File: src/rtl/fetch_queue.sv
// Instruction prefetch queue: issues sequential fetches to a
// 1-cycle instruction memory and buffers {pc, instr} pairs.
module fetch_queue #(
  parameter int XLEN       = 32,
  parameter int IMEM_BYTES = 128,
  parameter int QDEPTH     = 4,
  parameter logic [XLEN-1:0] RESET_PC = '0
) (
  input  logic                        clk,
  input  logic                        reset,
  input  logic                        redirect_valid,
  input  logic [XLEN-1:0]             redirect_pc,
  output logic                        imem_req,
  output logic [XLEN-1:0]             imem_addr,
  input  logic [XLEN-1:0]             imem_rdata,
  output logic                        out_valid,
  input  logic                        out_ready,
  output logic [XLEN-1:0]             out_instr,
  output logic [XLEN-1:0]             out_pc,
  output logic [$clog2(QDEPTH+1)-1:0] q_count
);

  localparam int CW = $clog2(QDEPTH + 1);
  localparam int PW = (QDEPTH > 1) ? $clog2(QDEPTH) : 1;
  localparam logic [XLEN-1:0] AMASK =
    XLEN'(IMEM_BYTES - 1) & ~XLEN'(3);

  logic [XLEN-1:0] pc;
  logic [XLEN-1:0] req_pc;
  logic            inflight;
  logic [CW-1:0]   count;
  logic [PW-1:0]   rd_ptr;
  logic [PW-1:0]   wr_ptr;
  logic [XLEN-1:0] mem_pc    [QDEPTH];
  logic [XLEN-1:0] mem_instr [QDEPTH];
  logic            pop;
  logic            push;
  logic [CW:0]     occ;

  function automatic logic [PW-1:0] nxt(input logic [PW-1:0] p);
    return (p == PW'(QDEPTH - 1)) ? '0 : p + 1'b1;
  endfunction

  assign out_valid = (count != '0);
  assign pop       = out_valid && out_ready;
  // Occupancy the queue will have once the in-flight word lands.
  assign occ       = {1'b0, count} + (CW+1)'(inflight)
                   - (CW+1)'(pop);
  assign imem_req  = !reset && !redirect_valid
                   && (occ < (CW+1)'(QDEPTH));
  assign imem_addr = pc & AMASK;
  // A response only lands if its request survived; reset and
  // redirect clear inflight, which squashes any stale word.
  assign push      = inflight && !reset && !redirect_valid;
  assign out_instr = mem_instr[rd_ptr];
  assign out_pc    = mem_pc[rd_ptr];
  assign q_count   = count;

  // Fetch PC, in-flight tracking, pointers and occupancy.
  always_ff @(posedge clk) begin
    if (reset) begin
      pc       <= RESET_PC;
      req_pc   <= '0;
      inflight <= 1'b0;
      count    <= '0;
      rd_ptr   <= '0;
      wr_ptr   <= '0;
    end else if (redirect_valid) begin
      pc       <= redirect_pc & AMASK;
      inflight <= 1'b0;
      count    <= '0;
      rd_ptr   <= '0;
      wr_ptr   <= '0;
    end else begin
      inflight <= imem_req;
      if (imem_req) begin
        req_pc <= imem_addr;
        pc     <= (pc + XLEN'(4)) & AMASK;
      end
      if (push) wr_ptr <= nxt(wr_ptr);
      if (pop)  rd_ptr <= nxt(rd_ptr);
      count <= count + CW'(push) - CW'(pop);
    end
  end

  // Queue storage; contents need no reset.
  always_ff @(posedge clk) begin
    if (push) begin
      mem_pc[wr_ptr]    <= req_pc;
      mem_instr[wr_ptr] <= imem_rdata;
    end
  end

endmodule
File: config.mk
export PLATFORM = sky130hd
export DESIGN_NAME = fetch_queue
export DESIGN_NICKNAME = d
export VERILOG_FILES = /design/src/rtl/fetch_queue.sv
export SDC_FILE = /design/constraint.sdc
export NUM_CORES = 1
export LEC_CHECK = 0
export BUFFER_PORTS_ARGS = -buffer_cell sky130_fd_sc_hd__buf_2
export CAP_MARGIN = 10
export CORE_MARGIN = 2
export CORE_UTILIZATION = 35
export DETAILED_ROUTE_END_ITERATION = 10
export HOLD_SLACK_MARGIN = 0.12
export SYNTH_ARGS = -nofsm -noshare
export SYNTH_HDL_FRONTEND = slang
export SYNTH_SLANG_ARGS = --single-unit
File: constraint.sdc
create_clock -name clk -period 2.8 [get_ports clk]
set_input_delay 0.56 -clock clk [delete_from_list [all_inputs] [get_ports clk]]
set_output_delay 0.56 -clock clk [all_outputs]
set_load 0.01 [all_outputs]
After elaboration in Yosys (flattened, before gate mapping)
Memory sizes are Yosys's and may differ from the RTL's. A register that Yosys moved wholly into a read port is not among the register bits.
Cells that the tools add are included.
Cells by class
  bitwise gates (word level): 1
  multiplexer cells: 10
  add/subtract/negate cells: 7
  equality and inequality tests: 2
  reductions and logical operators: 11
  $lt $le $gt $ge: 1
Operator list (count)
  $mux W7: 2
  $mux W2: 6
  $add A7 B3 Y7 const B: 1
  $logic_and A1 B1 Y1: 5
  $add A2 B1 Y2 const B: 2
  $add A3 B1 Y4: 1
  $eq A2 B2 Y1 const B: 2
  $lt A4 B3 Y1 const B: 1
  $sub A4 B1 Y4: 1
  $add A3 B1 Y3: 1
  $reduce_bool A3 Y1: 1
  $sub A3 B1 Y3: 1
  $logic_not A1 Y1: 2
  $mux W1: 2
  $reduce_and A2 Y1: 1
  $reduce_bool A2 Y1: 1
  $reduce_or A2 Y1: 1
  $not A1 Y1: 1
Storage, ports and cells
  output and inout bits: 101
  RAM bits: 148
  memories kept: 2
  bits of input ports: 68
  register bits after elaboration: 18
Memories
  mem_instr: depth 4, width 32, rd ports 1, clocked after memory_dff 1, wr ports 1, line 35  | logic [XLEN-1:0] mem_instr [QDEPTH];
  mem_pc: depth 4, width 5, rd ports 1, clocked after memory_dff 1, wr ports 1, line 34  | logic [XLEN-1:0] mem_pc [QDEPTH];

Longest topological paths before layout
  depth after elaboration: 7
  gate-level depth with buffers: 10
  depth with buffers taken out: 10

Least setup slack after synthesis
Ideal clock, no wire load.
  kind: reg2out
  from: register count[2] (netlist: q_count[2])
  to: output imem_req
  data arrival time: 2.471 ns
  stages on the path, launching flop included: 11
  buffers on the path: 0
  required time: 2.240 ns
  setup slack: -0.231 ns
  cell sequence: dfxtp_1 -> or3_2 -> nand2_1 -> inv_1 -> ha_1 -> inv_1 -> ha_1 -> and3b_4 -> o21a_1 -> o31ai_4 -> inv_1
On the way
  cells in the longest elaborated chain, start to end: 5
RTL lines
  from (decl): line 31  | logic [CW-1:0] count;
  from (signal assigned): line 82  | count <= count + CW'(push) - CW'(pop);
  $reduce_bool A3 Y1: line 44  | assign out_valid = (count != '0);
  net out_valid: line 16  | output logic out_valid,
  $logic_and A1 B1 Y1: line 45  | assign pop = out_valid && out_ready;
  $sub A4 B1 Y4: line 48  | - (CW+1)'(pop);
  $lt A4 B3 Y1: line 50  | && (occ < (CW+1)'(QDEPTH));
  $logic_and A1 B1 Y1: line 50
  to (decl): line 13  | output logic imem_req,
The timed path passes the listed nets, and every way through them passes these cells.

Final worst setup path
  from: register count[2] (netlist: q_count[2])
  to: output imem_req
On the way
  cells in the longest elaborated chain, start to end: 5
RTL lines (line)
  branches (longest 2 deep; another with $add A3 B1 Y4)
  $sub A4 B1 Y4 *: 48
  $lt A4 B3 Y1 *: 50
  $logic_and A1 B1 Y1 *: 50
Every way passes the cells marked *.

==> results.toml <==
[cts]
clock-sinks = 168
clk_path_buf_depth = 2
ctsHoldBuffers = 0
cts_tree = "built"
htreeDepth = 4
cts-buffers-inserted = 17
cts.clk_slew.worst_paths_ns = 0.06
root_buffer = "clkbuf_16"
clkLatencyLatePin_ns = 0.42

[finish]
antenna_cells = 0
final_util_pct = 42.5
area_growth_pct = 19.6
final_nets = 571
final_cells = 769
drive_gt1_share_pct = 40.5

[power]
power_density_mw_per_mm2 = 629
irDropWorstVdd_mv = 0.325
total_power_mw = 5.20
p_leak_nw = 2.97

[yosys]
synth.area.top_cells = "edfxtp_1, mux4_2, buf_4, dfxtp_1, ha_1"
ys.flop_type = "edfxtp_1"
synth_warnings = 0
synthCells = 376
yosys-top-cells-count = "edfxtp_1, buf_4, mux4_2"
async_flop_share_pct = 0
ys_types = 50
yosysMostFrequentCell = "edfxtp_1"
syn_avg_cell_area_um2 = 18.4
synth_top_cell_area_share_pct = 64.2
synth_edf_count = 148
yosysSeqAreaShare_pct = 70.0
synth_area_mm2 = 0.00692
synth_top_area_cell = "edfxtp_1"
synth_seq_cells = 168

[routing]
dr.pass1.iters = 4
wl_per_cell_um = 16.1
detail-route-antenna-nets = 0
route.vias.total = 3512
first_iter_violations = 239
wirelength_mm = 12.4
vias_per_cell = 4.57
drc = 0

[setup_path]
endpoint_kind = "primary output"
timing.rr.end = "pc[3]"
path_cells = "or3_4 > nand2_4 > inv_4 > ha_4 > inv_2 > ha_4 > and3b_4 > o21a_4 > o31ai_4 > inv_2 > buf_6"
reg2reg_depth = 12
cp_slowest_cell = "or3_4"
cp.arrival_ns = 2.46
crit_required_ns = 2.24
slowest_delay_ns = 0.41
rr_startpoint = "q_count[2]"
cp-start-kind = "register"
critical_path_peak_fanout = 5
rrSetupSlack_ns = 0.15
path_class = "register to primary output"

[sta]
rsz0062_at_grt = "yes"
finClkSkew_ns = 0.0101
fin_crit_ns = 3.02
slew_headroom_pct = 62.2
timing.hold.ws_ns = 0.353
slew_viol_final = 0
fin_ws_ns = -0.225
hold_viol = 0
fmax_mhz = 331
tightestPinTransition_ns = 0.567
min_period_over_period_pct = 108
setup_viol = 1

[grt]
first_global_vias = 3551
grt_usage_pct = 12.2
grt_max_degree = 38
grt_pass1_wl_mm = 18.7
overflow = 0
grt_antenna_before_repair = 0

[die]
boundaryPins = 169
dieWidth_um = 145
dieHeight_um = 145
fp-row-count = 51
start_util_pct = 35.6
die_area_mm2 = 0.0209
core-area_mm2 = 0.0195

[hold_path]
hp-class = "input port to register"
min_from = "imem_rdata[5]"
hold_depth = 1
hold_path_end = "mem_instr[3][5]"

[placement]
dpl.cell_count = 730
dp_hpwl_mm = 7.74
pre_cts_slack_ns = 0.0413
io_buffer_count = 87
routabilityCongestion = 0.854

[run_status]
status = "complete, but fails checks"
violations = "setup timing"

[run]
cap_violations = 0
critical path: cells and delay by family, from the launching register on:
kind                     cells  cell delay [ns]
AND/OR/NAND/NOR              3             0.70
AO/OA/AOI/OAI                2             0.43
flip-flops                   1             0.32
adder cells (fa/ha/maj)      2             0.32
buffers and inverters        4             0.27
final cells by class:
class                   instances  area [µm²]
fillers                      1736       11200
flip-flops and latches        168        4850
multi-input cells             182        1810
repair buffers                108         674
clock buffers                  18         429
well taps                     265         332
clock inverters                14         124
inverters                      14        55.1
what timing repair did:
action	in CTS	in global routing
setup endpoints to repair	1	1
setup buffers	5	2
pin swaps	4	3
gates resized for setup	10	3
flip-flops by register name, summed over array words and instances, names as in the netlist, named ones only:
name and cells:
q_count 3, pc 5, mem_instr 128, mem_pc 20
rd_ptr 2, req_pc 5, inflight 1, wr_ptr 2
power breakdown:
part	internal [mW]	total (mW)	leakage [nW]	switching, mW
combinational	0.106	0.254	1.19	0.148
clock	1.23	2.17	0.272	0.941
sequential	2.75	2.78	1.50	0.0247
total	4.09	5.20	2.97	1.11
kinds of logic (layout without fill, tap and decap cells):
| family | Yosys count | in the layout | synth area share (%) |
|---|---|---|---|
| AO/OA/AOI/OAI | 17 | 17 | 1.86 |
| XOR/XNOR | 1 | 1 | 0.127 |
| adder cells (fa/ha/maj) | 12 | 12 | 2.28 |
| buffers and inverters | 79 | 154 | 7.39 |
| flip-flops | 168 | 168 | 70.0 |
| multiplexers | 43 | 43 | 13.0 |
| other | 1 | 54 | 0.0542 |
| AND/OR/NAND/NOR | 55 | 55 | 5.33 |
per-layer routing:
metal / track usage (%) / vias to the layer above / share of wire [%]
met3: 4.14 / 16 / 6.4
li1: - / 1597 / -
met1: 14.1 / 1760 / 42
met2: 21.0 / 139 / 51
met5: 0 / - / 0
met4: 4.39 / 0 / 1.2
worst max path at each step:
stage                    start       end  slack [ns]
floorplan           q_count[2]  imem_req        0.02
global placement    q_count[0]  imem_req        0.07
detailed placement  q_count[0]  imem_req        0.04
CTS                 q_count[0]  imem_req       -0.32
global route        q_count[2]  imem_req       -0.32
finish              q_count[2]  imem_req       -0.22
placed cells by master (no fill, tap or decap), drive strengths merged, types with 2 or more instances in the layout:
master,count
clkinv,8
nor2b,3
inv,18
and3,4
mux4,37
mux2,3
dfxtp,20
a21oi,5
ha,11
and2b,3
o31ai,4
nand4b,2
nor3,7
nor4b,2
mux2i,3
nand2b,3
or3,3
nor2,8
and2,2
conb,54
nand2,4
clkbuf,18
buf,108
nand4,3
nor4,2
edfxtp,148
and3b,2
a31oi,2
nand3,3
metrics by stage:
| step | area [µm²] | TNS, ns |
|---|---|---|
| floorplan | 7130 | 0 |
| global placement | 7620 | 0 |
| detailed placement | 7620 | 0 |
| CTS | 8250 | -0.323 |
| global route | 8280 | -0.315 |
| finish | 8280 | -0.225 |
Power figures use the tool's default switching activity.
